<file path="src/rtl/ram_result_scanner.sv">
// Walks the result RAM in address order and shows each word for HOLD_CYCLES cycles.
// While walking, it checks the additive recurrence and latches the first failing address.
module ram_result_scanner #(
  parameter int DATA_W      = 32,
  parameter int DEPTH       = 32,
  parameter int HOLD_CYCLES = 50000000
) (
  input  logic              clk,
  input  logic              rst,
  input  logic              start,
  output logic [5:0]        ram_addr,
  input  logic [DATA_W-1:0] ram_dout,
  output logic [DATA_W-1:0] disp_data,
  output logic [5:0]        disp_addr,
  output logic              disp_valid,
  output logic              busy,
  output logic              done,
  output logic              err,
  output logic [5:0]        err_addr
);

  localparam int CNT_W = (HOLD_CYCLES > 1) ? $clog2(HOLD_CYCLES) : 1;
  localparam logic [CNT_W-1:0] HOLD_LAST = CNT_W'(HOLD_CYCLES - 1);
  localparam logic [5:0]       LAST_IDX  = 6'(DEPTH - 1);

  typedef enum logic [2:0] {
    S_IDLE    = 3'd0,
    S_ISSUE   = 3'd1,
    S_CAPTURE = 3'd2,
    S_HOLD    = 3'd3,
    S_DONE    = 3'd4
  } state_t;

  state_t            state_q, state_d;
  logic [5:0]        idx_q, idx_d;
  logic [CNT_W-1:0]  cnt_q, cnt_d;
  logic [DATA_W-1:0] prev1_q, prev1_d;
  logic [DATA_W-1:0] prev2_q, prev2_d;
  logic [5:0]        ram_addr_q, ram_addr_d;
  logic [DATA_W-1:0] disp_data_q, disp_data_d;
  logic [5:0]        disp_addr_q, disp_addr_d;
  logic              disp_valid_q, disp_valid_d;
  logic              busy_q, busy_d;
  logic              done_q, done_d;
  logic              err_q, err_d;
  logic [5:0]        err_addr_q, err_addr_d;
  logic [DATA_W-1:0] sum_s;

  // Carry out is dropped so the check follows the RAM's wrap-around arithmetic.
  assign sum_s = prev1_q + prev2_q;

  // Next-state and next-output logic.
  always_comb begin
    state_d      = state_q;
    idx_d        = idx_q;
    cnt_d        = cnt_q;
    prev1_d      = prev1_q;
    prev2_d      = prev2_q;
    ram_addr_d   = ram_addr_q;
    disp_data_d  = disp_data_q;
    disp_addr_d  = disp_addr_q;
    disp_valid_d = disp_valid_q;
    err_d        = err_q;
    err_addr_d   = err_addr_q;

    case (state_q)
      S_IDLE, S_DONE: begin
        if (start) begin
          idx_d        = 6'd0;
          err_d        = 1'b0;
          err_addr_d   = 6'd0;
          disp_valid_d = 1'b0;
          ram_addr_d   = 6'd0;
          state_d      = S_ISSUE;
        end else begin
          state_d = state_q;
        end
      end
      S_ISSUE: begin
        state_d = S_CAPTURE;
      end
      S_CAPTURE: begin
        disp_data_d  = ram_dout;
        disp_addr_d  = idx_q;
        disp_valid_d = 1'b1;
        prev2_d      = prev1_q;
        prev1_d      = ram_dout;
        if ((idx_q >= 6'd2) && (ram_dout != sum_s) && !err_q) begin
          err_d      = 1'b1;
          err_addr_d = idx_q;
        end else begin
          err_d      = err_q;
          err_addr_d = err_addr_q;
        end
        cnt_d   = '0;
        state_d = S_HOLD;
      end
      S_HOLD: begin
        if (cnt_q == HOLD_LAST) begin
          if (idx_q == LAST_IDX) begin
            state_d = S_DONE;
          end else begin
            idx_d      = idx_q + 6'd1;
            ram_addr_d = idx_q + 6'd1;
            state_d    = S_ISSUE;
          end
        end else begin
          cnt_d = cnt_q + CNT_W'(1);
        end
      end
      default: begin
        state_d = S_IDLE;
      end
    endcase

    busy_d = (state_d == S_ISSUE) || (state_d == S_CAPTURE) || (state_d == S_HOLD);
    done_d = (state_d == S_DONE);
  end

  // State and output registers with synchronous reset.
  always_ff @(posedge clk) begin
    if (rst) begin
      state_q      <= S_IDLE;
      idx_q        <= 6'd0;
      cnt_q        <= '0;
      prev1_q      <= '0;
      prev2_q      <= '0;
      ram_addr_q   <= 6'd0;
      disp_data_q  <= '0;
      disp_addr_q  <= 6'd0;
      disp_valid_q <= 1'b0;
      busy_q       <= 1'b0;
      done_q       <= 1'b0;
      err_q        <= 1'b0;
      err_addr_q   <= 6'd0;
    end else begin
      state_q      <= state_d;
      idx_q        <= idx_d;
      cnt_q        <= cnt_d;
      prev1_q      <= prev1_d;
      prev2_q      <= prev2_d;
      ram_addr_q   <= ram_addr_d;
      disp_data_q  <= disp_data_d;
      disp_addr_q  <= disp_addr_d;
      disp_valid_q <= disp_valid_d;
      busy_q       <= busy_d;
      done_q       <= done_d;
      err_q        <= err_d;
      err_addr_q   <= err_addr_d;
    end
  end

  assign ram_addr   = ram_addr_q;
  assign disp_data  = disp_data_q;
  assign disp_addr  = disp_addr_q;
  assign disp_valid = disp_valid_q;
  assign busy       = busy_q;
  assign done       = done_q;
  assign err        = err_q;
  assign err_addr   = err_addr_q;

endmodule

</file>
<file path="config.mk">
export PLATFORM = sky130hd
export DESIGN_NAME = ram_result_scanner
export DESIGN_NICKNAME = d
export VERILOG_FILES = /design/src/rtl/ram_result_scanner.sv
export SDC_FILE = /design/constraint.sdc
export NUM_CORES = 1
export LEC_CHECK = 0
export CAP_MARGIN = 5
export CORE_MARGIN = 2
export CORE_UTILIZATION = 43
export DETAILED_ROUTE_END_ITERATION = 6
export SLEW_MARGIN = 20
export SYNTH_ARGS = -nofsm -noshare
export SYNTH_HDL_FRONTEND = slang
export SYNTH_SLANG_ARGS = --single-unit
</file>
<file path="constraint.sdc">
create_clock -name clk -period 9.63 [get_ports clk]
set_clock_uncertainty 0.05 [all_clocks]
set_input_delay 1.926 -clock clk [delete_from_list [all_inputs] [get_ports clk]]
set_output_delay 1.926 -clock clk [all_outputs]
set_load 0.02 [all_outputs]
</file>
# After elaboration in Yosys (flattened, before gate mapping)
# Cells that the tools add are included.
# op_classes
addsub	3
order_cmp	1
n_eq_ne	16
n_mux	16
n_reduce_logical	14
# op_table
operator	count
$pmux W26 S2	1
$add A32 B32 Y32	1
$ne A32 B32 Y1	1
$add A26 B1 Y26 const B	1
$eq A26 B26 Y1 const B	1
$mux W26	1
$mux W6	4
$pmux W6 S2	2
$eq A3 B2 Y1 const B	4
$pmux W3 S4	1
$ne A2 B2 Y1 const B	5
$mux W3	3
$add A6 B1 Y6 const B	1
$eq A3 B1 Y1 const B	2
$eq A3 B3 Y1 const B	2
$eq A6 B5 Y1 const B	1
$ge A6 B2 Y1 const B	1
$reduce_bool A2 Y1	3
$pmux W1 S2	2
$reduce_and A2 Y1	2
$reduce_and A4 Y1	1
$logic_not A3 Y1	1
$reduce_and A3 Y1	1
$logic_and A1 B1 Y1	2
4 further kinds	6
# word_totals
reg_bits	115
in_bits	35
out_inout_bits	54
wordCells	61

# Longest topological paths before layout
# depth
ltp_word	7
mapped_depth	11
ltp_nobuf	11

# Worst setup path after synthesis
# No wires, ideal clock.
# synth_timing
path_kind	input -> register
from	in ram_dout[16]
to	reg err_q (netlist: err)
arrival_ns	3.485
t_required_ns	9.463
setup_slack_ns	5.979
cell_stages	8
path_cell_list	xnor2_1 a2111oi_0 nand4_1 nor4_1 nand4_1 and4b_2 a21oi_1 a22o_1
# synth_between
elab_chain_len	5
# synth_rtl
element	line	text
start, declared	12	input logic [DATA_W-1:0] ram_dout,
$ne A32 B32 Y1	88	if ((idx_q >= 6'd2) && (ram_dout != sum_s) && !err_q) begin
$logic_and A1 B1 Y1 (2 in a row)	88	
$ne A2 B2 Y1 (no line)	-	
$reduce_and A3 Y1 (no line)	-	
end signal, assigned	148	err_q <= err_d;
end, declared	45	logic err_q, err_d;
# No other way between the ends.
# A chain may end at the register's enable or synchronous reset.

# Worst setup path in the final report
# layout_timing
from	in ram_dout[27]
to	reg err_q (netlist: err)
# Same word-level chain as after synthesis.

==> flow_metrics.env <==
export IMPL_synthTopCellsByArea="dfxtp_1 (33%), nand2_1 (11%), a21oi_1 (8.9%)"
export IMPL_cts_tree="built"
export IMPL_timing_hold_ws_ns=0.407
export IMPL_synth_seq_cells=115
export IMPL_relSlewSlack_pct=38.2
export IMPL_ir_drop_mv=0.120
export IMPL_min_from="prev2_q[30]"
export IMPL_endpoint_kind="register"
export IMPL_p_comb_share_pct=13.5
export IMPL_grt_max_degree=89
export IMPL_post_cts_setup_buffers=0
export IMPL_power_switching_uw=363
export IMPL_worst_slew_pin_slew_ns=0.927
export IMPL_antenna_found_initial=0
export IMPL_yosys_area_share_simple_pct=25.6
export IMPL_maxCapViolCount=0
export IMPL_p_int_uw=918
export IMPL_start_util_pct=43.7
export IMPL_coreArea_mm2=0.0158
export IMPL_worst_setup_path_start_kind="primary input"
export IMPL_wl_um=18900
export IMPL_drv_slew=0
export IMPL_io_buffers=88
export IMPL_gp_congestion=0.951
export IMPL_async_reset_ff_share_pct=0
export IMPL_die_w_um=131
export IMPL_cts_sinks=115
export IMPL_synth_nets=973
export IMPL_synth_top_cell_area_share_pct=33.4
export IMPL_via_per_inst=5.41
export IMPL_swShare_pct=28.3
export IMPL_num_rows=46
export IMPL_yosys_warnings=0
export IMPL_wire_per_inst_um=15.8
export IMPL_cts_buffer_depth=2
export IMPL_route_vias_total=6465
export IMPL_fin_nets=1037
export IMPL_synth_compound_area_share_pct=20.9
export IMPL_synthAdderAreaFrac_pct=6.46
export IMPL_clk_pin_slew_ns=0.07
export IMPL_diodes=0
export IMPL_yosysTopAreaCell="dfxtp_1"
export IMPL_path_max_fanout=4
export IMPL_remaining_drc_errors=0
export IMPL_rsz0062_at_grt="no"
export IMPL_rr_startpoint="disp_data[0]"
export IMPL_fmaxAchievable_mhz=242
export IMPL_synth_xor_xnor_area_share_pct=7.88
export IMPL_worstRegToRegCells=11
export IMPL_required_ns=9.90
export IMPL_synthesis_area_mm2=0.00690
export IMPL_drive_gt1_share_pct=5.92
export IMPL_final_common_cell="nand2_1"
export IMPL_outcome="finished clean"
export IMPL_hold_violations=0
export IMPL_cts_buffers=17
export IMPL_final_core_util_pct=53.6
export IMPL_ys_seq_area_share_pct=33.4
export IMPL_ctsResizeCount=0
export IMPL_cp_arrival_ns=4.39
export IMPL_die_area_mm2=0.0171
export IMPL_hpwl_um=13500
export IMPL_crit_type="primary input to register"
export IMPL_avgSynthCellArea_um2=7.64
export IMPL_stdcell_area_mm2=0.00845
export IMPL_seqPwrFrac_pct=39.0
export IMPL_synth_top_family_by_area="simple AND/OR/NAND/NOR gates"
export IMPL_die_h_um=131
export IMPL_power_frac_clock_pct=47.5
export IMPL_drt_initial_drc_count=440
export IMPL_holdBufCountCts=0
export IMPL_cellPowerDensity_mw_per_mm2=152
export IMPL_clk_latency_ns=0.43
export IMPL_cts_root_buf="clkbuf_16"
export IMPL_grt_pass1_wl_um=30000
export IMPL_overflow=0
export IMPL_setup_viol=0
export IMPL_synth_edf_count=0
export IMPL_period_share_pct=42.8
export IMPL_synthDistinctLibCells=70
export IMPL_grt_pass1_vias=5879
export IMPL_synthFlopType="dfxtp_1"
export IMPL_reg2reg_to="err"
export IMPL_hold_depth=2
export IMPL_layout_common_cells="nand2_1 (209), a21oi_1 (123), dfxtp_1 (115)"
export IMPL_dpl_instance_area_mm2=0.00788
export IMPL_finalSetupTns_ns=0
export IMPL_reg2reg_setup_slack_ns=5.99
export IMPL_p_leak_uw=0.00298
export IMPL_min_path_type="register to register"
export IMPL_syn2layout_area_growth_pct=22.6
export IMPL_synth_mux_area_fraction_pct=2.30
export IMPL_htree_levels=4
export IMPL_syn_inst=903
export IMPL_dr_pass1_iters=6
export IMPL_finalCriticalPeriod_ns=4.12
export IMPL_hold_end="prev2_q[30]"
export IMPL_grt_usage_pct=22.4
export IMPL_io_pins=89
export IMPL_drtAntennaViolNets=0
[synthesized netlist by cell type, types with 3 or more instances]
master     instances
nand2b_1          10
a2111oi_0          4
and3_1             4
o21a_1             7
a31oi_1            3
nor3_1            21
o221ai_1           5
o211a_1            3
nand4_1           23
o211ai_1           8
nor4_1             6
o21ai_0           28
dfxtp_1          115
mux2i_1           11
clkbuf_1          38
nor2b_1            3
and4_1             7
or3_1             11
inv_1             12
nand2_1          210
a21o_1             9
xor2_1            33
a21oi_1          123
ha_1              34
o21ai_1            3
nor3b_1            5
xnor2_1           29
nor2_1            61
o2111ai_1          6
buf_2              7
nand3_1           11
mux2_2             3
[power groups by stage]
stage / Sequential [µW] / Combinational (µW) / Clock [µW]
2_1_floorplan: 517 / 101 / 0
3_3_place_gp: 510 / 173 / 0
3_5_place_dp: 509 / 173 / 0
4_1_cts: 499 / 174 / 623
5_1_grt: 501 / 190 / 639
6_report: 499 / 174 / 608
[flip-flops by register name, indices dropped and copies added (netlist names)]
register    cells
err             1
disp_valid      1
disp_addr       6
prev2_q        32
state_q         3
busy            1
disp_data      32
ram_addr        6
err_addr        6
cnt_q          26
done            1
[metal layers]
metal,routed length [µm],GRT usage [%],vias to the layer above,share of wire (%)
li1,-,-,3335,-
met1,9050,30.1,2944,48
met4,421,7.82,0,2.2
met3,894,5.74,38,4.7
met5,0,0,-,0
met2,8540,35.2,148,45
[how the worst max path moves through the flow]
stage / start / to / slack [ns] / cells after the start
final: ram_dout[27] / err / 5.51 / 10
after global routing: ram_dout[27] / err / 5.30 / 10
after detailed placement: ram_dout[27] / err / 5.05 / 10
after global placement: ram_dout[27] / err / 5.15 / 10
after floorplan: ram_dout[16] / err / 5.98 / 8
after CTS: ram_dout[27] / err / 5.52 / 10
[area by class of cell]
| cell class | instances | area [µm²] |
|---|---|---|
| repair buffers | 91 | 898 |
| multi-input cells | 730 | 4370 |
| clock inverters | 14 | 129 |
| fillers | 1594 | 7320 |
| flip-flops and latches | 115 | 2300 |
| inverters | 12 | 45.0 |
| well taps | 216 | 270 |
| clock buffers | 18 | 439 |
[critical path: stages]
cell	delay, ns
clkdlybuf4s50_1	0.55
xor2_1	0.33
nor2_1	0.07
nor2_1	0.15
o21ai_0	0.10
and3_1	0.19
a2111oi_0	0.40
and4b_2	0.35
a21oi_1	0.11
a22o_1	0.22
[cells by family (layout without fill, tap and decap cells)]
family | count (synthesis) | in the layout
mux | 15 | 15
xor+xnor | 62 | 62
buf+inv | 58 | 135
flops | 115 | 115
fa+ha+maj | 35 | 35
simple gates | 388 | 388
compound gates | 230 | 230
[stage by stage]
step                      setup WS, ns  power, µW  instances
after floorplan                   5.98        618        903
after global placement            5.15        683       1164
after detailed placement          5.05        682       1164
after CTS                         5.52       1300       1196
after global routing              5.30       1330       1196
final                             5.51       1280       1196
No activity file was read; power rests on OpenSTA's default activity.
